<file path="config.mk">
export PLATFORM = sky130hd
export DESIGN_NAME = calc_entry_fsm
export DESIGN_NICKNAME = d
export VERILOG_FILES = /design/src/rtl/calc_entry_fsm.sv
export SDC_FILE = /design/constraint.sdc
export NUM_CORES = 1
export LEC_CHECK = 0
export BUFFER_PORTS_ARGS = -buffer_cell sky130_fd_sc_hd__buf_4
export CAP_MARGIN = 10
export CORE_UTILIZATION = 45
export DETAILED_ROUTE_END_ITERATION = 10
export HOLD_SLACK_MARGIN = 0.03
export PLACE_DENSITY = 0.72
export SYNTH_ARGS = -nofsm -noshare
export SYNTH_HDL_FRONTEND = slang
export SYNTH_SLANG_ARGS = --single-unit
</file>
<file path="constraint.sdc">
create_clock -name clk -period 4.3 [get_ports clk]
set_input_delay 0.215 -clock clk [delete_from_list [all_inputs] [get_ports clk]]
set_output_delay 0.215 -clock clk [all_outputs]
set_load 0.01 [all_outputs]
</file>
<file path="src/rtl/calc_entry_fsm.sv">
// Four-function 8-bit calculator entry controller: debounced enter/clear
// buttons step through operand A, operand B, operation and result states.
module calc_entry_fsm #(
    parameter int unsigned DEBOUNCE_CYCLES = 1_000_000,
    parameter int unsigned CNT_W           = 20
) (
    input  logic        clk,
    input  logic        rst_n,
    input  logic [7:0]  sw,
    input  logic [1:0]  op_sel,
    input  logic        btn_enter,
    input  logic        btn_clear,
    output logic [15:0] disp_value,
    output logic        neg,
    output logic [1:0]  state
);

    localparam int unsigned NBTN = 2;
    localparam logic [CNT_W-1:0] CNT_MAX = CNT_W'(DEBOUNCE_CYCLES - 1);

    typedef enum logic [1:0] {
        S_A   = 2'b00,
        S_B   = 2'b01,
        S_OP  = 2'b10,
        S_RES = 2'b11
    } state_t;

    // Button index 0 is enter, index 1 is clear.
    logic [NBTN-1:0]            sync1, sync2, acc, acc_q;
    logic [NBTN-1:0][CNT_W-1:0] cnt;
    logic [NBTN-1:0]            press_c;

    state_t      state_q, state_n;
    logic [7:0]  a_q, a_n, b_q, b_n;
    logic [15:0] res_q, res_n, disp_n;
    logic        neg_n;
    logic        enter_c, clear_c;

    // Synchronize raw buttons, then debounce: a level is accepted only after
    // it has differed from the accepted level for DEBOUNCE_CYCLES cycles.
    always_ff @(posedge clk) begin
        if (!rst_n) begin
            sync1 <= '0;
            sync2 <= '0;
            acc   <= '0;
            acc_q <= '0;
            cnt   <= '0;
        end else begin
            sync1 <= {btn_clear, btn_enter};
            sync2 <= sync1;
            acc_q <= acc;
            for (int i = 0; i < int'(NBTN); i++) begin
                if (sync2[i] == acc[i]) begin
                    cnt[i] <= '0;
                end else if (cnt[i] == CNT_MAX) begin
                    acc[i] <= sync2[i];
                    cnt[i] <= '0;
                end else begin
                    cnt[i] <= cnt[i] + CNT_W'(1);
                end
            end
        end
    end

    // Press pulse on the rising edge of each accepted level.
    assign press_c = acc & ~acc_q;
    assign enter_c = press_c[0];
    assign clear_c = press_c[1];

    // State, operand, result and display registers.
    always_ff @(posedge clk) begin
        if (!rst_n) begin
            state_q    <= S_A;
            a_q        <= '0;
            b_q        <= '0;
            res_q      <= '0;
            neg        <= 1'b0;
            disp_value <= '0;
        end else begin
            state_q    <= state_n;
            a_q        <= a_n;
            b_q        <= b_n;
            res_q      <= res_n;
            neg        <= neg_n;
            disp_value <= disp_n;
        end
    end

    assign state = state_q;

    // Next-state, operand latching, result computation and display select.
    always_comb begin
        state_n = state_q;
        a_n     = a_q;
        b_n     = b_q;
        res_n   = res_q;
        neg_n   = neg;

        if (clear_c) begin
            state_n = S_A;
            a_n     = '0;
            b_n     = '0;
            res_n   = '0;
            neg_n   = 1'b0;
        end else if (enter_c) begin
            case (state_q)
                S_A: begin
                    a_n     = sw;
                    state_n = S_B;
                end
                S_B: begin
                    b_n     = sw;
                    state_n = S_OP;
                end
                S_OP: begin
                    state_n = S_RES;
                    neg_n   = 1'b0;
                    case (op_sel)
                        2'b00: res_n = 16'(a_q) + 16'(b_q);
                        2'b01: begin
                            if (a_q >= b_q) begin
                                res_n = 16'(a_q - b_q);
                            end else begin
                                res_n = 16'(b_q - a_q);
                                neg_n = 1'b1;
                            end
                        end
                        2'b10: res_n = 16'(a_q) * 16'(b_q);
                        default: res_n = {8'h00, a_q & b_q};
                    endcase
                end
                default: begin
                    state_n = S_A;
                    neg_n   = 1'b0;
                end
            endcase
        end

        case (state_q)
            S_OP:    disp_n = {a_q, b_q};
            S_RES:   disp_n = res_q;
            default: disp_n = {8'h00, sw};
        endcase
    end

endmodule

</file>
==> impl_metrics.yaml <==
worst_setup_path:
  crit_fanout: 5
  path_cells: "inv_4 -> nor2_4 -> fa_1 -> fa_1 -> fa_1 -> inv_2 -> fa_1 -> inv_2 -> ha_4 -> or4_4 -> o21ai_4 -> a31oi_4 -> a221o_1 -> a21oi_2 -> xnor2_1 -> o21ai_1"
  start_kind: "flop"
  worstPathRequired_ns: 4.55
  crit_buf_inv: 3
  worstReg2RegStart: "b_q[3]$_SDFFE_PP0P_"
  crit_top_cell: "fa_1"
  critical_path_arrival_ns: 4.56
  worstSetupPathType: "flop to flop"
  rrSetupSlack_ns: -0.02
  crit_path_top_delay_cell: "fa_1"
  max_stage_delay_ns: 0.57
  cp-end-kind: "flop"
  crit_start: "b_q[3]$_SDFFE_PP0P_"
  crit_family: "adder cells"
floorplan:
  io_pins: 33
  die_w_um: 129.3
  die_y_um: 129.3
  initial_core_util_pct: 46.06
  dieArea_um2: 16710
  fp.coreArea_um2: 15830
  rows: 46
yosys:
  syn_inst: 878
  muxShareOfSynthArea_pct: 1.150
  yosysTopAreaCell: "dfxtp_1"
  ys_ff_latch: 99
  netlist_top_cells_count: "nor2_1, dfxtp_1, inv_1"
  yosysSeqAreaShare_pct: 27.19
  synth_edf_count: 0
  synth_ff_type: "dfxtp_1"
  synthSimpleGateAreaFrac_pct: 20.48
  syn_avg_cell_area_um2: 8.302
  netlist_area_um2: 7289
  synth.top_cell.area_share_pct: 27.19
  synth_most_common_cell: "nor2_1"
  syn_nets: 997
  synth_top_family_by_area: "adder cells"
  yosys-top-cells-area: "dfxtp_1, ha_1, fa_1"
  synthAdderAreaFrac_pct: 22.04
  synth-async-reset-ratio_pct: 0
  synth_cell_types: 69
  synth_xor_area_share_pct: 5.887
  yosys_warnings: 0
  synth_compound_area_share_pct: 16.67
hold_path:
  hp-start: "btn_clear"
  min_path_type: "input pin to flop"
global_routing:
  grt_use_total_pct: 25.17
  grt_max_degree: 29
  grt_overflow: 0
  grt_pass1_wl_um: 32170
  first_global_vias: 6218
  antenna_found_initial: 0
route:
  routed_wirelength_um: 20350
  top_layer: "met4"
  drc: 0
  dr_wl_met2_um: 9419
  wl_met1_um: 8810
  wl_per_cell_um: 17.04
  viasPerCell: 5.519
  vias: 6590
  dr_wl_met3_um: 1208
  drt_iter0_drc: 549
  antenna_left: 0
  dr.pass1.iters: 7
flow_run:
  maxCapViolCount: 0
sta:
  max_slew_margin_pct: 46.52
  fin_hold_ws_ns: 0.06121
  finalHoldViolations: 0
  tightest_slew_ns: 0.8005
  slew_viol_final: 0
  finClkSkew_ns: 0.008646
  finalSetupViolCount: 1
  rsz0062_at_grt: "true"
  fin_ws_ns: -0.01817
  final.period_utilization_pct: 100.4
  fmax_mhz: 231.6
  period_needed_ns: 4.318
pwr:
  vdd_drop_max_v: 0.0002765
  p_leak_uw: 0.003756
  fin_total_pwr_uw: 1924
  power_density_nw_per_um2: 216.8
layout:
  diodes: 0
  layout-drive-gt1-share_pct: 21.78
  nets: 1092
  area_growth_pct: 21.75
  utilization_pct: 56.07
cts:
  clock_sinks: 99
  ctsHtreeMaxLevel: 3
  cts_tree: "built"
  cts_buffer_depth: 2
  cts_buffers: 9
  clk_pin_slew_worst_paths_ns: 0.08
  clock_latency_ns: 0.36
  cts_root_buffer: "clkbuf_16"
run_status:
  violations: "negative setup slack"
  status: "finished with violations"
place:
  routabilityCongestion: 0.9911
  io_buffers: 32
  hpwl_um: 15470
stage by stage:
stage | area (µm²) | instances | worst slack (ns) | TNS [ns]
final | 8875 | 1194 | -0.01817 | -0.01817
after global routing | 8875 | 1194 | -0.1262 | -0.3377
after CTS | 8728 | 1191 | 0.0003682 | 0
after detailed placement | 8283 | 1173 | -0.1695 | -0.5989
after global placement | 8283 | 1173 | -0.1540 | -0.3789
after floorplan | 7348 | 878 | 0.01681 | 0
registers in the layout, summed over array words and instances, names as in the netlist:
| signal | count |
|---|---|
| acc | 2 |
| sync2 | 2 |
| cnt | 40 |
| acc_q | 2 |
| b_q | 8 |
| disp_value | 16 |
| neg | 1 |
| a_q | 8 |
| sync1 | 2 |
| state | 2 |
| res_q | 16 |
worst reg2reg max path: stages, from the launching register on:
cell     delay, ns
dfxtp_4       0.37
inv_4         0.09
nor2_4        0.05
fa_1          0.57
fa_1          0.45
fa_1          0.52
inv_2         0.04
fa_1          0.49
inv_2         0.05
ha_4          0.23
or4_4         0.49
o21ai_4       0.09
a31oi_4       0.06
a221o_1       0.36
a21oi_2       0.13
xnor2_1       0.13
o21ai_1       0.08
cell type report:
| type | count | area, µm² |
|---|---|---|
| clock buffer | 9 | 225.2 |
| clock inverter | 7 | 118.9 |
| fill | 1430 | 6953 |
| inverter | 85 | 336.6 |
| multi-input combinational | 663 | 5041 |
| sequential | 99 | 2012 |
| tap | 216 | 270.3 |
| timing repair buffer | 115 | 870.8 |
layout by cell type (no fill, tap or decap), drive strengths merged, types with 6 or more instances in the layout:
cell type	Yosys	final
a21boi	9	9
nand2b	6	6
fa	39	39
o211ai	9	9
o21ai	33	33
nand2	74	74
nor2	124	124
clkbuf	23	9
inv	83	86
xor2	30	30
nand3	38	38
nand4	11	11
nor2b	14	14
or3	7	7
a21o	11	11
o21a	9	9
and2	7	7
nor3	8	8
a21oi	54	54
and3	12	12
ha	66	66
a31oi	10	10
dfxtp	99	99
a22oi	19	19
xnor2	19	19
buf	8	115
a211oi	7	7
cell families (layout without fill, tap and decap cells):
| logic type | count (synthesis) | count (layout) |
|---|---|---|
| mux | 8 | 8 |
| xor+xnor | 49 | 49 |
| flops | 99 | 99 |
| compound gates | 182 | 182 |
| simple gates | 319 | 319 |
| buf+inv | 116 | 216 |
| fa+ha+maj | 105 | 105 |
power breakdown:
group          switching [µW]  internal, µW  leakage, µW
clock network             411           527     0.000167
logic                    41.5          24.9      0.00278
registers                2.35           918     0.000808
metal layers:
metal / up-vias / GRT usage [%]
met5: - / 0
met2: 224 / 39.56
met4: 0 / 12.53
li1: 3171 / -
met3: 56 / 4.707
met1: 3139 / 33.17
worst paths after layout:
kind / endpoint / cells past startpoint
max: res_q[15]$_SDFFE_PP0P_ / 16
max reg2reg: res_q[15]$_SDFFE_PP0P_ / 16
min reg2reg: sync2[1]$_SDFF_PN0_ / 1
min: sync1[1]$_SDFF_PN0_ / 2
timing repair:
item,CTS,global route
gates resized for setup,27,35
endpoints found under the setup margin,7,9
pin swaps,17,26
hold buffers,0,0
setup buffers,2,3
No activity file was read; power rests on OpenSTA's default activity.
